[config.mk]
export PLATFORM = sky130hd
export DESIGN_NAME = cdec8_dbgmon_tx
export DESIGN_NICKNAME = d
export VERILOG_FILES = /design/src/rtl/cdec8_dbgmon_tx.sv
export SDC_FILE = /design/constraint.sdc
export NUM_CORES = 1
export LEC_CHECK = 0
export BUFFER_PORTS_ARGS = -buffer_cell sky130_fd_sc_hd__clkbuf_2
export CAP_MARGIN = 20
export CELL_PAD_IN_SITES_DETAIL_PLACEMENT = 0
export CELL_PAD_IN_SITES_GLOBAL_PLACEMENT = 1
export CORE_AREA = 2 2 131 133
export CTS_BUF_LIST = sky130_fd_sc_hd__clkbuf_16
export CTS_CLUSTER_SIZE = 10
export DETAILED_ROUTE_END_ITERATION = 10
export DIE_AREA = 0 0 133 135
export PLACE_DENSITY = 0.77
export SLEW_MARGIN = 40
export SYNTH_ARGS = -nofsm -noshare
export SYNTH_HDL_FRONTEND = slang
export SYNTH_SLANG_ARGS = --single-unit
[constraint.sdc]
create_clock -name clock -period 3.4 [get_ports clock]
set_input_delay 0.34 -clock clock [delete_from_list [all_inputs] [get_ports clock]]
set_output_delay 0.34 -clock clock [all_outputs]
set_load 0.03 [all_outputs]
[src/rtl/cdec8_dbgmon_tx.sv]
// cdec8_dbgmon_tx
// Debug-monitor scanner for the CDEC8 datapath. On a start request it sweeps
// the resource addresses 0..NUM_RES-1 and stores every byte in a snapshot
// buffer. It then streams the snapshot as 8N1 UART bytes:
//   0xA5 header, buf[0]..buf[NUM_RES-1], optional checksum.
//
// Optional feature macro: DBGMON_CHKSUM_EN
//   When defined, a checksum byte follows the data. It is chosen so that all
//   transmitted bytes sum to 0x00 mod 256.
//
// Ports:
//   clock  in   system clock, rising edge
//   reset  in   synchronous active-high reset
//   start  in   snapshot request, honoured only while not busy
//   resad  out  [7:0] resource address to the datapath debug port
//   resdt  in   [7:0] resource data (combinational function of resad)
//   txd    out  UART serial output, idle high
//   busy   out  high from the cycle after an accepted start to the end of the frame
//   done   out  one-cycle pulse after the last stop bit
module cdec8_dbgmon_tx #(
  parameter int CLKS_PER_BIT = 434,
  parameter int NUM_RES      = 16
) (
  input  logic       clock,
  input  logic       reset,
  input  logic       start,
  output logic [7:0] resad,
  input  logic [7:0] resdt,
  output logic       txd,
  output logic       busy,
  output logic       done
);

  localparam int            CW       = (CLKS_PER_BIT > 1) ? $clog2(CLKS_PER_BIT) : 1;
  localparam int            AW       = (NUM_RES > 1) ? $clog2(NUM_RES) : 1;
  localparam logic [CW-1:0] CNT_LAST = CW'(CLKS_PER_BIT - 1);
  localparam logic [7:0]    RES_LAST = 8'(NUM_RES - 1);
  localparam logic [7:0]    NRES8    = 8'(NUM_RES);
  localparam logic [7:0]    HDR_BYTE = 8'hA5;

  typedef enum logic [2:0] {
    IDLE,
    CAPTURE,
    SEND_HDR,
    SEND_DATA,
`ifdef DBGMON_CHKSUM_EN
    SEND_SUM,
`endif
    FIN
  } state_t;

  state_t        state_q;
  logic [7:0]    resad_q;
  logic          txd_q;
  logic          busy_q;
  logic          done_q;
  logic [CW-1:0] clk_cnt_q;   // cycles elapsed within the current bit
  logic [3:0]    bit_cnt_q;   // 0 = start bit, 1..8 = data bits, 9 = stop bit
  logic [7:0]    shift_q;     // remaining data bits of the byte on the wire
  logic [7:0]    idx_q;       // next snapshot entry to load into shift_q
`ifdef DBGMON_CHKSUM_EN
  logic [7:0]    sum_q;       // running 0xA5 + sum(buf) mod 256
`endif

  // Snapshot buffer: written during CAPTURE, read with a registered port.
  // The read address runs one byte ahead of the wire, so rd_data_q is settled
  // long before the current byte's stop bit ends.
  logic [7:0]    snap_mem [NUM_RES];
  logic [7:0]    rd_data_q;
  logic [AW-1:0] wr_addr_d;
  logic [AW-1:0] rd_addr_d;
  logic          bit_end_d;

  assign wr_addr_d = resad_q[AW-1:0];
  assign rd_addr_d = (idx_q < NRES8) ? idx_q[AW-1:0] : '0;
  assign bit_end_d = (clk_cnt_q == CNT_LAST);

  always_ff @(posedge clock) begin
    if (state_q == CAPTURE) begin
      snap_mem[wr_addr_d] <= resdt;
    end
    rd_data_q <= snap_mem[rd_addr_d];
  end

  always_ff @(posedge clock) begin
    if (reset) begin
      state_q   <= IDLE;
      resad_q   <= 8'h00;
      txd_q     <= 1'b1;
      busy_q    <= 1'b0;
      done_q    <= 1'b0;
      clk_cnt_q <= '0;
      bit_cnt_q <= 4'd0;
      shift_q   <= 8'h00;
      idx_q     <= 8'h00;
`ifdef DBGMON_CHKSUM_EN
      sum_q     <= HDR_BYTE;
`endif
    end else begin
      case (state_q)
        IDLE, FIN: begin
          done_q <= 1'b0;
          // A start in the FIN cycle is taken directly, giving back-to-back frames.
          if (start) begin
            state_q <= CAPTURE;
            busy_q  <= 1'b1;
            resad_q <= 8'h00;
`ifdef DBGMON_CHKSUM_EN
            sum_q   <= HDR_BYTE;
`endif
          end else begin
            state_q <= IDLE;
          end
        end

        CAPTURE: begin
`ifdef DBGMON_CHKSUM_EN
          sum_q <= sum_q + resdt;
`endif
          if (resad_q == RES_LAST) begin
            // Header start bit goes out on the very next cycle.
            resad_q   <= 8'h00;
            state_q   <= SEND_HDR;
            txd_q     <= 1'b0;
            shift_q   <= HDR_BYTE;
            bit_cnt_q <= 4'd0;
            clk_cnt_q <= '0;
            idx_q     <= 8'h00;
          end else begin
            resad_q <= resad_q + 8'd1;
          end
        end

        default: begin  // SEND_HDR, SEND_DATA, SEND_SUM
          if (!bit_end_d) begin
            clk_cnt_q <= clk_cnt_q + CW'(1);
          end else begin
            clk_cnt_q <= '0;
            if (bit_cnt_q != 4'd9) begin
              bit_cnt_q <= bit_cnt_q + 4'd1;
              if (bit_cnt_q == 4'd8) begin
                txd_q <= 1'b1;
              end else begin
                txd_q   <= shift_q[0];
                shift_q <= {1'b0, shift_q[7:1]};
              end
            end else begin
              // Stop bit finished: next byte starts immediately (no idle gap).
              bit_cnt_q <= 4'd0;
              txd_q     <= 1'b0;
              if (idx_q != NRES8) begin
                shift_q <= rd_data_q;
                idx_q   <= idx_q + 8'd1;
                state_q <= SEND_DATA;
              end
`ifdef DBGMON_CHKSUM_EN
              else if (state_q == SEND_DATA) begin
                shift_q <= ~sum_q + 8'd1;
                state_q <= SEND_SUM;
              end
`endif
              else begin
                txd_q   <= 1'b1;
                busy_q  <= 1'b0;
                done_q  <= 1'b1;
                state_q <= FIN;
              end
            end
          end
        end
      endcase
    end
  end

  assign resad = resad_q;
  assign txd   = txd_q;
  assign busy  = busy_q;
  assign done  = done_q;

endmodule

# Word level (Yosys, flattened, before mapping)
# Memories as Yosys holds them, arrays and structs flattened. A register that Yosys moved wholly into a read port is not among the register bits.
# Cells that the tools add are included.
totals:
  regBits: 43
  latch_bits: 0
  ramBits: 128
  mem_bits_ro: 0
  input_bits: 11
  wordCells: 92
  memories: 1
op_classes:
  addsub: 4
  mul: 0
  div: 0
  order_cmp: 1
  eq_ne: 14
  shift: 0
  n_mux: 45
  bitwise_logic: 2
  reduce_logical: 16
memory_table:
  columns: ["name", "words", "width", "rd", "rd_ports_with_merged_regs", "wr", "line", "text"]
  rows:
  - ["snap_mem", 16, 8, 1, 1, 1, "68", "logic [7:0] snap_mem [NUM_RES];"]
op_table:
  columns: ["operator", "n"]
  rows:
  - ["2-to-1 mux 8 bit", 11]
  - ["one-hot mux 8 bit (2 select lines)", 3]
  - ["2-to-1 mux 9 bit", 2]
  - ["one-hot mux 9 bit (2 select lines)", 1]
  - ["adder 8 x 1 -> 8 bit, second input constant", 2]
  - ["2-to-1 mux 4 bit", 4]
  - ["2-to-1 mux 1 bit", 15]
  - ["AND reduction 5 bit", 3]
  - ["2-to-1 mux 3 bit", 4]
  - ["adder 9 x 1 -> 9 bit, second input constant", 1]
  - ["== test 9 bit, second input constant", 1]
  - ["== test 8 x 4 -> 1 bit, second input constant", 1]
  - ["less-than comparator 8 x 5 -> 1 bit, second input constant", 1]
  - ["!= test 8 x 5 -> 1 bit, second input constant", 1]
  - ["one-hot mux 4 bit (2 select lines)", 1]
  - ["nonzero test 2 bit", 4]
  - ["!= test 2 x 1 -> 1 bit, second input constant", 3]
  - ["one-hot mux 1 bit (2 select lines)", 3]
  - ["one-hot mux 3 bit (2 select lines)", 1]
  - ["AND reduction 3 bit", 2]
  - ["nonzero test 3 bit", 2]
  - ["adder 4 x 1 -> 4 bit, second input constant", 1]
  - ["== test 4 bit, second input constant", 1]
  - ["!= test 2 bit, second input constant", 2]
  - ["10 further kinds", 12]

# Depth between registers and ports, before layout
# Gate-level depths: netlist of the first run.
logic_depth:
  ltp_word: 5
  ltp_mapped: 10
  depth_no_buf: 7

# Worst setup path before layout of the first run
# No wires, ideal clock.
synth_timing:
  path_type: "reg-to-reg"
  start: "register state_q[0]"
  end: "memory snap_mem[0][0], enable pin"
  setup_ns: 0.383
  t_arrival_ns: 2.025
  required_ns: 3.017
  slack_ns: 0.991
  path_stages_with_launch: 6
  n_path_buf: 2
  period_less_slack_ns: 2.409
  path_cell_list: "dfxtp_1 > nor3b_2 > clkbuf_1 > buf_1 > nand2_1 > nor3_1"
synth_between:
  elab_chain_cells: 3
synth_lines:
  columns: ["item", "line", "text"]
  rows:
  - ["start, declared", "52", "state_t state_q;"]
  - ["start signal, assigned", "87", "state_q <= IDLE;"]
  - ["start signal, assigned", "105", "state_q <= CAPTURE;"]
  - ["start signal, assigned", "112", "state_q <= IDLE;"]
  - ["== test 3 x 1 -> 1 bit", "79", "if (state_q == CAPTURE) begin"]
  - ["2-to-1 mux 1 bit", "79", null]
  - ["2-to-1 mux 1 bit (implied by the code)", "80", "snap_mem[wr_addr_d] <= resdt;"]
  - ["end, declared", "68", null]
# Every way passes these cells.

# Worst setup path after layout of the first run
layout_timing:
  start: "register state_q[0]"
  end: "register shift_q[3]"
layout_between:
  elab_chain_cells: 4
  word_cells_on_any_way: 11
  classes_between: "4 x eq/ne; 1 x mux; 1 x bitwise; 5 x reduce/logical"
layout_lines:
  columns: ["item", "line", "text"]
  rows:
  - ["== test 3 bit / zero test 3 bit (equally long branches)", "100", "case (state_q)"]
  - ["OR reduction 2 bit", null, null]
  - ["NOT 1 bit (no source line)", null, null]
  - ["AND reduction 5 bit (no source line)", null, null]
  - ["end signal, assigned", "145", "shift_q <= {1'b0, shift_q[7:1]};"]
  - ["end signal, assigned", "152", "shift_q <= rd_data_q;"]
  - ["end, declared", "59", "logic [7:0] shift_q;"]
# Several ways; a longest one is shown, not always the timed one.
# A chain may end at the register's enable or synchronous reset.

==> impl_metrics.ini, run 1 <==
[outcome]
status = completed

[worst_setup_path]
type_of_element_launching_the_critical_path = flip-flop
library_cell_contributing_the_largest_single_delay_on_the_critical_path = sky130_fd_sc_hd__or3b_1
critical_path_peak_fanout = 13
critical_path.endpoint_type = flip-flop
worstPathCellList = or3b_1 > nor3_4 > a2bb2oi_2 > mux2i_1 > nor2_1
crit_family = simple AND/OR/NAND/NOR gates
timing.critical_path.arrival_ns = 2.74
cp_num_buf_inv = 0
timing.critical_path.required_ns = 3.68
setup.worst_path.class = flip-flop to flip-flop
critical-path-max-stage-delay_ns = 0.65

[clock_tree]
tritoncts = yes
insertion_delay_ns = 0.43
cts_buffers = 17
cts-htree-levels = 4
clkTransAtPathRegs_ns = 0.07
cts_root_buffer = sky130_fd_sc_hd__clkbuf_16
total_number_of_clock_tree_sinks = 179
postCtsSetupRepairBufs = 0
cts_repair_resize_count = 0
cts_hold_repair.buffers = 0
clock_tree_buf_depth = 2

[global_routing]
grt_most_used_layer = met2
grt_resource_usage_total_pct = 19.44
grt_overflow = 0
use_met1_pct = 24.87
met2_usage_pct = 33.45
use_met3_pct = 3.791
grt_pass1_vias = 4718
wire_length_of_the_first_global_routing_pass_mm = 26.30
antenna_found_initial = 0
grt_max_degree = 59

[layout]
layout.cells.most_common_list = sky130_fd_sc_hd__edfxtp_1 (128), sky130_fd_sc_hd__nor2_1 (59), sky130_fd_sc_hd__dfxtp_1 (50), sky130_fd_sc_hd__nand2_1 (38), sky130_fd_sc_hd__a21oi_1 (37)
final_common_cell = sky130_fd_sc_hd__edfxtp_1
final_util_pct = 52.09
area.growth.synth_to_final_pct = 11.86
post_route_cells_drive_above_1_share_pct = 15.90
final_design_area_no_fill_um2 = 8547
layout.nets = 639
num_antenna_cells = 0
non_filler_cells_final = 849
nFillCells = 1380

[placed_design]
pre_cts_slack_ns = 0.9607
dp.final_hpwl_mm = 10.64
dpl_cell_area_um2 = 7968
numPlacedInstances = 818
gp_routability_congestion = 0.8283
port-buffer-count = 21

[sta]
setup-tns-final_ns = 0
rsz0062_at_grt = false
drv_slew = 0
final_critical_path_required_period_ns = 2.457
final_critical_path_setup_slack_ns = 0.9429
period_share_pct = 72.27
final_skew_ns = 0.01030
final.hold.worst_slack_ns = 0.2842
timing.final.hold_violations = 0
timing.max_slew.rel_slack_pct = 49.39
worst_pin_slew_ns = 0.7591
setup-violations-final = 0
maxClockFrequency_ghz = 0.4070

[pwr]
vdd.ir_drop.worst_v = 0.0005461
power.density_nw_per_um2 = 591.5
total_power_mw = 5.055
power.static_leakage_nw = 2.731

[yosys]
synthesis.area_per_instance_um2 = 12.69
synth.yosys.seq_area_share_pct = 63.66
synth_cell_types = 62
postSynth.asyncResetShare_pct = 0
gate_count_post_synth = 602
synth-main-ff-cell = sky130_fd_sc_hd__edfxtp_1
postSynthRegisterBits = 179
synth-edff-count = 128
syn_nets = 624
post_synthesis_instance_area_um2 = 7641
synthesis.yosys.warnings = 0

[route]
wl_mm = 16.58
first_pass_iters = 5
drtIter0Drc = 495
drt-wirelength-per-cell_um = 19.53
post-route-drc-count = 0
vias_per_cell = 5.787
detailroute.via_count = 4913
antenna_left = 0

[floorplanning]
fp-row-count = 47
fp.dieW_um = 133
core-area_um2 = 16410
floorplan.initialDensity_pct = 46.57
die_h_um = 135
dieArea_um2 = 17960
io_pins = 22

[run]
maxcap_violations = 0

[hold_path]
hp-class = input port to flip-flop
[registers in the layout (all words and copies together), names as in the netlist]
signal	count
snap_mem	128
clk_cnt_q	9
idx_q	8
rd_data_q	8
resad	8
shift_q	8
bit_cnt_q	4
state_q	3
busy	1
done	1
txd	1
[power breakdown]
group	total [mW]	internal [mW]	leakage, nW	switching, mW
Sequential	2.53	2.45	1.57	0.0782
Combinational	0.630	0.191	0.886	0.440
Clock	1.89	1.03	0.276	0.862
Total	5.06	3.68	2.73	1.38
[worst paths after layout]
path	from	end	slack, ns	cells past startpoint
max	state_q[0]	shift_q[3]	0.94	5
min reg2reg	done	done	0.45	2
min	start	busy	0.28	3
max reg2reg	state_q[0]	shift_q[3]	0.94	5
[area by class of cell]
class                   count  area, µm²  area share [%]
clock buffers              17      425.4           4.977
repair buffers             31      180.2           2.108
multi-input cells         379       2624           30.70
clock inverters            14      142.6           1.669
flip-flops and latches    179       4866           56.93
inverters                   9      33.78          0.3953
well taps                 220      275.3           3.221
[cell families after synthesis]
logic type                 Yosys count  synth area share, %
and+or+nand+nor                    185                12.49
DFF                                179                63.66
AOI/OAI and AO/OA                  138                12.20
buffers and inverters               44                2.260
muxes                               40                7.008
adders and majority gates           11                1.801
xor gates and xnor gates             5               0.5731
[layer usage]
layer	up-vias	part of all wire, %	routed length, µm
met5	-	0	0
met4	0	1.7	274
met3	21	4.5	747
met2	122	50	8338
met1	2434	44	7223
li1	2336	-	-
[worst register-to-register path, cell delays in order, from the launching register on]
cell                        delay [ns]
sky130_fd_sc_hd__dfxtp_1          0.40
sky130_fd_sc_hd__or3b_1           0.65
sky130_fd_sc_hd__nor3_4           0.39
sky130_fd_sc_hd__a2bb2oi_2        0.56
sky130_fd_sc_hd__mux2i_1          0.26
sky130_fd_sc_hd__nor2_1           0.05
[Yosys cell counts (all sizes together) (3+ instances only)]
library cell | number | area [µm²]
edfxtp | 128 | 3844
nor2 | 63 | 239.0
dfxtp | 51 | 1021
a21oi | 38 | 190.2
nand2 | 38 | 142.6
clkbuf | 26 | 97.59
o21ai | 24 | 120.1
mux2i | 22 | 220.2
o22ai | 18 | 118.9
nor3 | 15 | 102.6
a311oi | 13 | 120.1
a211oi | 12 | 95.09
nor2b | 12 | 75.07
ha | 11 | 137.6
mux4 | 10 | 225.2
nand3 | 10 | 50.05
nand4 | 10 | 62.56
a2bb2oi | 9 | 85.08
buf | 9 | 41.29
inv | 9 | 33.78
mux2 | 8 | 90.09
a221o | 7 | 70.07
nand2b | 5 | 31.28
or3 | 5 | 31.28
xnor2 | 5 | 43.79
nor4 | 4 | 31.28
and3 | 3 | 18.77
nand3b | 3 | 22.52
o21a | 3 | 22.52
o31ai | 3 | 22.52
or2 | 3 | 18.77
No activity file was read; power rests on OpenSTA's default activity.
==> run 2, diff against run 1 <==
--- a/config.mk
+++ b/config.mk
@@ -9,12 +9,12 @@
 export CAP_MARGIN = 20
 export CELL_PAD_IN_SITES_DETAIL_PLACEMENT = 0
 export CELL_PAD_IN_SITES_GLOBAL_PLACEMENT = 1
-export CORE_AREA = 2 2 131 133
+export CORE_AREA = 2 2 132 134
 export CTS_BUF_LIST = sky130_fd_sc_hd__clkbuf_16
 export CTS_CLUSTER_SIZE = 10
 export DETAILED_ROUTE_END_ITERATION = 10
-export DIE_AREA = 0 0 133 135
-export PLACE_DENSITY = 0.77
+export DIE_AREA = 0 0 134 136
+export PLACE_DENSITY = 0.79
 export SLEW_MARGIN = 40
 export SYNTH_ARGS = -nofsm -noshare
 export SYNTH_HDL_FRONTEND = slang
==> constraint.sdc (replaced) <==
create_clock -name clock -period 2.2 [get_ports clock]
set_input_delay 0.22 -clock clock [delete_from_list [all_inputs] [get_ports clock]]
set_output_delay 0.22 -clock clock [all_outputs]
set_load 0.03 [all_outputs]
==> run 2 against run 1 <==
Utilization increased by 0.072 points. Cell count rose by 4.5%. Routed wire length increased by 0.54%. Fmax grew 19%. Non-clock buffer count is 32 higher. Largest power group unchanged. Critical endpoint is now idx_q[1]. Cell area up 3.0%. Sequential share of layout area down 1.7 points. Hold slack worse by 0.27 ns. Combinational power rose by 67%.
==> impl_metrics.ini, run 2 (synthesis results as in run 1) <==
[pwr]
netsw_mw = 2.168
sw_frac_of_total_pct = 27.69
power.density_nw_per_um2 = 889.2
share_comb_of_total_power_pct = 13.4
pwr-share-seq_pct = 49.6
intPower_mw = 5.660
clockPowerShare_pct = 37.0
total_power_mw = 7.828
vdd.ir_drop.worst_v = 0.0005861
power.static_leakage_nw = 2.906

[global_routing]
grt_max_degree = 59
antenna_found_initial = 0
grt_pass1_vias = 4821
grt_resource_usage_total_pct = 19.42
grt_overflow = 0
wire_length_of_the_first_global_routing_pass_mm = 26.77

[clock_tree]
insertion_delay_ns = 0.44
cts_repair_resize_count = 0
total_number_of_clock_tree_sinks = 179
postCtsSetupRepairBufs = 0
clkTransAtPathRegs_ns = 0.07
cts_buffers = 17
clock_tree_buf_depth = 2
cts_root_buffer = sky130_fd_sc_hd__clkbuf_16
tritoncts = yes
cts_hold_repair.buffers = 0
cts-htree-levels = 4

[worst_setup_path]
type_of_element_launching_the_critical_path = flip-flop
setup.worst_path.class = flip-flop to flip-flop
critical_path_peak_fanout = 8
critical_path.endpoint_type = flip-flop
timing.critical_path.required_ns = 2.56
timing.critical_path.arrival_ns = 2.42
reg2reg_slack_ns = 0.14

[sta]
worst_pin_slew_ns = 0.4777
period_share_pct = 93.80
timing.final.hold_violations = 0
timing.max_slew.rel_slack_pct = 68.15
maxClockFrequency_ghz = 0.4846
setup-tns-final_ns = 0
setup-violations-final = 0
final_critical_path_required_period_ns = 2.064
rsz0062_at_grt = false
final_skew_ns = 0.01118
drv_slew = 0

[floorplanning]
fp-row-count = 48
die_h_um = 136
io_pins = 22
fp.dieW_um = 134
floorplan.initialDensity_pct = 45.28
core-area_um2 = 16880
dieArea_um2 = 18220

[placed_design]
gp_routability_congestion = 0.8477
dp.final_hpwl_mm = 11.08
port-buffer-count = 21
dpl_cell_area_um2 = 8235

[layout]
final_util_pct = 52.16
largest_reg_flops = 128
layout.nets = 671
num_antenna_cells = 0
layout.cells.most_common_list = sky130_fd_sc_hd__edfxtp_1 (128), sky130_fd_sc_hd__nor2_1 (62), sky130_fd_sc_hd__dfxtp_1 (50), sky130_fd_sc_hd__buf_4 (40)
post_route_cells_drive_above_1_share_pct = 19.64
layout_top_registers = snap_mem (128), clk_cnt_q (9)
area.growth.synth_to_final_pct = 15.21
final_design_area_no_fill_um2 = 8803
nFillCells = 1416
largest-register = snap_mem
final_common_cell = sky130_fd_sc_hd__edfxtp_1

[route]
drtIter0Drc = 355
wl_mm = 16.67
vias_per_cell = 5.676
drt-wirelength-per-cell_um = 18.80
post-route-drc-count = 0
first_pass_iters = 5
detailroute.via_count = 5035
antenna_left = 0

[outcome]
status = completed

[hold_path]
hp-class = input port to flip-flop

[run]
maxcap_violations = 0
-- run 2: cell count changes in the layout (fill, tap and decap cells not counted), sizes merged --
cell	delta
clkbuf	+1
bufinv	-1
buf	+31
clkinv	+2
-- run 2: path summary, 6_finish.rpt --
check	cells after the start	from	endpoint
worst min-delay path	2	reset	idx_q[1]
worst max-delay path	5	clk_cnt_q[2]	idx_q[1]
worst min register to register	1	clk_cnt_q[8]	clk_cnt_q[8]
worst max register to register	5	clk_cnt_q[2]	idx_q[1]
-- run 2: final cells by class --
type,count,area (µm²),area share (%)
multi-input combinational,379,2609,29.63
clock buffer,17,425.4,4.832
timing repair buffer,63,445.4,5.060
inverter,9,33.78,0.3837
sequential,179,4866,55.27
clock inverter,15,142.6,1.620
tap,225,281.5,3.198
-- run 2: power by group through the flow --
stage / combinational [mW] / clock, mW / sequential, mW
3_3_place_gp: 1.03 / 0 / 3.95
2_1_floorplan: 0.617 / 0 / 3.98
3_5_place_dp: 1.05 / 0 / 3.96
6_report: 1.05 / 2.89 / 3.89
4_1_cts: 1.05 / 2.93 / 3.88
5_1_grt: 1.17 / 3.07 / 3.91
-- run 2: routing by layer --
metal | part of all wire (%) | global-route usage, % | vias to the layer above | wire length, µm
met2 | 50 | 31.94 | 107 | 8351
met3 | 3.6 | 4.213 | 26 | 600
met4 | 2.0 | 7.506 | 0 | 327
li1 | - | - | 2401 | -
met1 | 44 | 25.31 | 2501 | 7394
met5 | 0 | 0 | - | 0
-- run 2: worst max-delay path, cell delays in order, from the launching register on --
cell and delay [ns]:
sky130_fd_sc_hd__dfxtp_1 0.36, sky130_fd_sc_hd__or4b_4 0.58, sky130_fd_sc_hd__nor3_4 0.33, sky130_fd_sc_hd__o22ai_2 0.20, sky130_fd_sc_hd__or3b_1 0.38, sky130_fd_sc_hd__a21oi_1 0.15
-- run 2: metrics by stage --
stage | hold slack [ns] | setup WS, ns | std cells
floorplan | 0.3189 | -0.2074 | 602
global placement | 0.4581 | 0.1951 | 855
detailed placement | 0.4538 | 0.1448 | 855
CTS | 0.01086 | 0.1251 | 887
global route | 0.02353 | 0.02764 | 887
finish | 0.01694 | 0.1365 | 887
==> run 3, diff against run 2 <==
--- a/config.mk
+++ b/config.mk
@@ -9,12 +9,12 @@
 export CAP_MARGIN = 20
 export CELL_PAD_IN_SITES_DETAIL_PLACEMENT = 0
 export CELL_PAD_IN_SITES_GLOBAL_PLACEMENT = 1
-export CORE_AREA = 2 2 132 134
+export CORE_AREA = 3 3 164 166
 export CTS_BUF_LIST = sky130_fd_sc_hd__clkbuf_16
 export CTS_CLUSTER_SIZE = 10
 export DETAILED_ROUTE_END_ITERATION = 10
-export DIE_AREA = 0 0 134 136
-export PLACE_DENSITY = 0.79
+export DIE_AREA = 0 0 167 169
+export PLACE_DENSITY = 0.61
 export SLEW_MARGIN = 40
 export SYNTH_ARGS = -nofsm -noshare
 export SYNTH_HDL_FRONTEND = slang
==> run 3 against run 2 <==
Non-clock buffer count grew 7. Highest routed layer unchanged. Cell area up 2.2%. Via count down 1.1%. Routed wire length increased by 8.9%. Cell count is 13% higher. Flip-flop and latch count is the same. Clock power barely moved. Combinational power is 4% higher. Register-to-register slack about the same. Die area is 55% higher. Clock skew about the same.
==> impl_metrics.ini, run 3 (synthesis results as in run 1) <==
[outcome]
status = completed

[worst_setup_path]
timing.critical_path.required_ns = 2.49
type_of_element_launching_the_critical_path = flip-flop
timing.critical_path.arrival_ns = 2.36
critical_path.endpoint_type = flip-flop
setup.worst_path.class = flip-flop to flip-flop
critical_path_peak_fanout = 12

[sta]
final_skew_ns = 0.01084
final.hold.worst_slack_ns = 0.1816
maxClockFrequency_ghz = 0.4847
worst_pin_slew_ns = 0.4831
drv_slew = 0
timing.max_slew.rel_slack_pct = 67.79
final_critical_path_setup_slack_ns = 0.1368
period_share_pct = 93.78
setup-violations-final = 0
rsz0062_at_grt = false
final_critical_path_required_period_ns = 2.063
timing.final.hold_violations = 0

[route]
first_pass_iters = 4
antenna_left = 0
drt-wirelength-per-cell_um = 18.09
drtIter0Drc = 401
post-route-drc-count = 0
vias_per_cell = 4.960
detailroute.via_count = 4980
wl_mm = 18.16

[layout]
num_antenna_cells = 0
layout.nets = 678
largest-register = snap_mem
layout.cells.most_common_list = sky130_fd_sc_hd__edfxtp_1 (128), sky130_fd_sc_hd__nor2_1 (62), sky130_fd_sc_hd__dfxtp_1 (50), sky130_fd_sc_hd__buf_4 (46)
area.growth.synth_to_final_pct = 17.78
largest_reg_flops = 128
final_design_area_no_fill_um2 = 9000
post_route_cells_drive_above_1_share_pct = 20.63
final_common_cell = sky130_fd_sc_hd__edfxtp_1
layout_top_registers = snap_mem (128), clk_cnt_q (9)

[clock_tree]
cts_buffers = 17
total_number_of_clock_tree_sinks = 179
clock_tree_buf_depth = 2
cts_root_buffer = sky130_fd_sc_hd__clkbuf_16
cts-htree-levels = 4
insertion_delay_ns = 0.42
tritoncts = yes
clkTransAtPathRegs_ns = 0.07

[floorplanning]
floorplan.initialDensity_pct = 29.66
die_h_um = 169
dieArea_um2 = 28220
fp-row-count = 59
core-area_um2 = 25760
io_pins = 22
fp.dieW_um = 167

[pwr]
power.static_leakage_nw = 2.945
power.density_nw_per_um2 = 872.7
vdd.ir_drop.worst_v = 0.0004547

[placed_design]
dp.final_hpwl_mm = 12.48
port-buffer-count = 21
dpl_cell_area_um2 = 8438
gp_routability_congestion = 0.8229
pre_cts_slack_ns = 0.1548

[global_routing]
wire_length_of_the_first_global_routing_pass_mm = 28.57
grt_max_degree = 37
antenna_found_initial = 0
grt_pass1_vias = 5044
grt_overflow = 0
grt_resource_usage_total_pct = 13.02

[run]
maxcap_violations = 0

[hold_path]
hp-class = input port to flip-flop
==> run 3: changes by cell type in the layout (fill, tap and decap cells not counted) <==
cell / before / now
sky130_fd_sc_hd__o21a_2: 0 / 1
sky130_fd_sc_hd__clkinv_8: 1 / 0
sky130_fd_sc_hd__buf_4: 40 / 46
sky130_fd_sc_hd__buf_12: 2 / 3
sky130_fd_sc_hd__inv_6: 1 / 2
sky130_fd_sc_hd__o21a_1: 3 / 2
==> run 3: cell type report <==
cell class                 count  area [µm²]
inverter                       9       33.78
timing repair buffer          70       510.5
fill                        2488       16760
clock inverter                15       135.1
multi-input combinational    379        2610
tap                          335       419.2
clock buffer                  17       425.4
sequential                   179        4866
==> run 3: metrics by stage <==
step / total power [mW] / setup TNS [ns] / util [%] / std cells
after floorplan: 4.595 / -3.318 / - / 602
after global placement: 5.043 / 0 / 32.75 / 972
after detailed placement: 5.066 / 0 / 32.75 / 972
after CTS: 7.925 / 0 / 34.93 / 1004
after global routing: 8.211 / 0 / 34.93 / 1004
final: 7.855 / 0 / 34.93 / 1004
==> run 3: what timing repair did <==
item / in CTS / in global routing
buffers inserted: 0 / 0
endpoints found under the setup margin: 0 / 2
resized for setup: 0 / 1
hold buffers: 0 / 0
==> run 3: power breakdown <==
part           internal, mW  total (mW)  switching [mW]
logic                 0.380        1.09           0.714
clock network          1.50        2.87            1.37
registers              3.79        3.90           0.103
==> run 3: final timing paths <==
kind,startpoint,endpoint,slack [ns],depth (start not counted)
setup reg to reg,clk_cnt_q[2],shift_q[6],0.14,6
hold / removal,start,busy,0.18,3
setup / recovery,clk_cnt_q[2],shift_q[6],0.14,6
hold reg to reg,done,done,0.48,2
==> run 3: metal layers <==
layer	wire [µm]	global-route usage [%]
met1	8316	17.15
met2	9129	22.35
met3	585	2.312
met4	129	3.372
met5	0	0
==> run 3: worst max-delay path: stages (launching register included) <==
cell,delay [ns]
sky130_fd_sc_hd__dfxtp_1,0.36
sky130_fd_sc_hd__or4b_4,0.58
sky130_fd_sc_hd__nor3_4,0.33
sky130_fd_sc_hd__a2bb2oi_2,0.22
sky130_fd_sc_hd__buf_12,0.16
sky130_fd_sc_hd__mux2i_1,0.22
sky130_fd_sc_hd__nor2_1,0.05
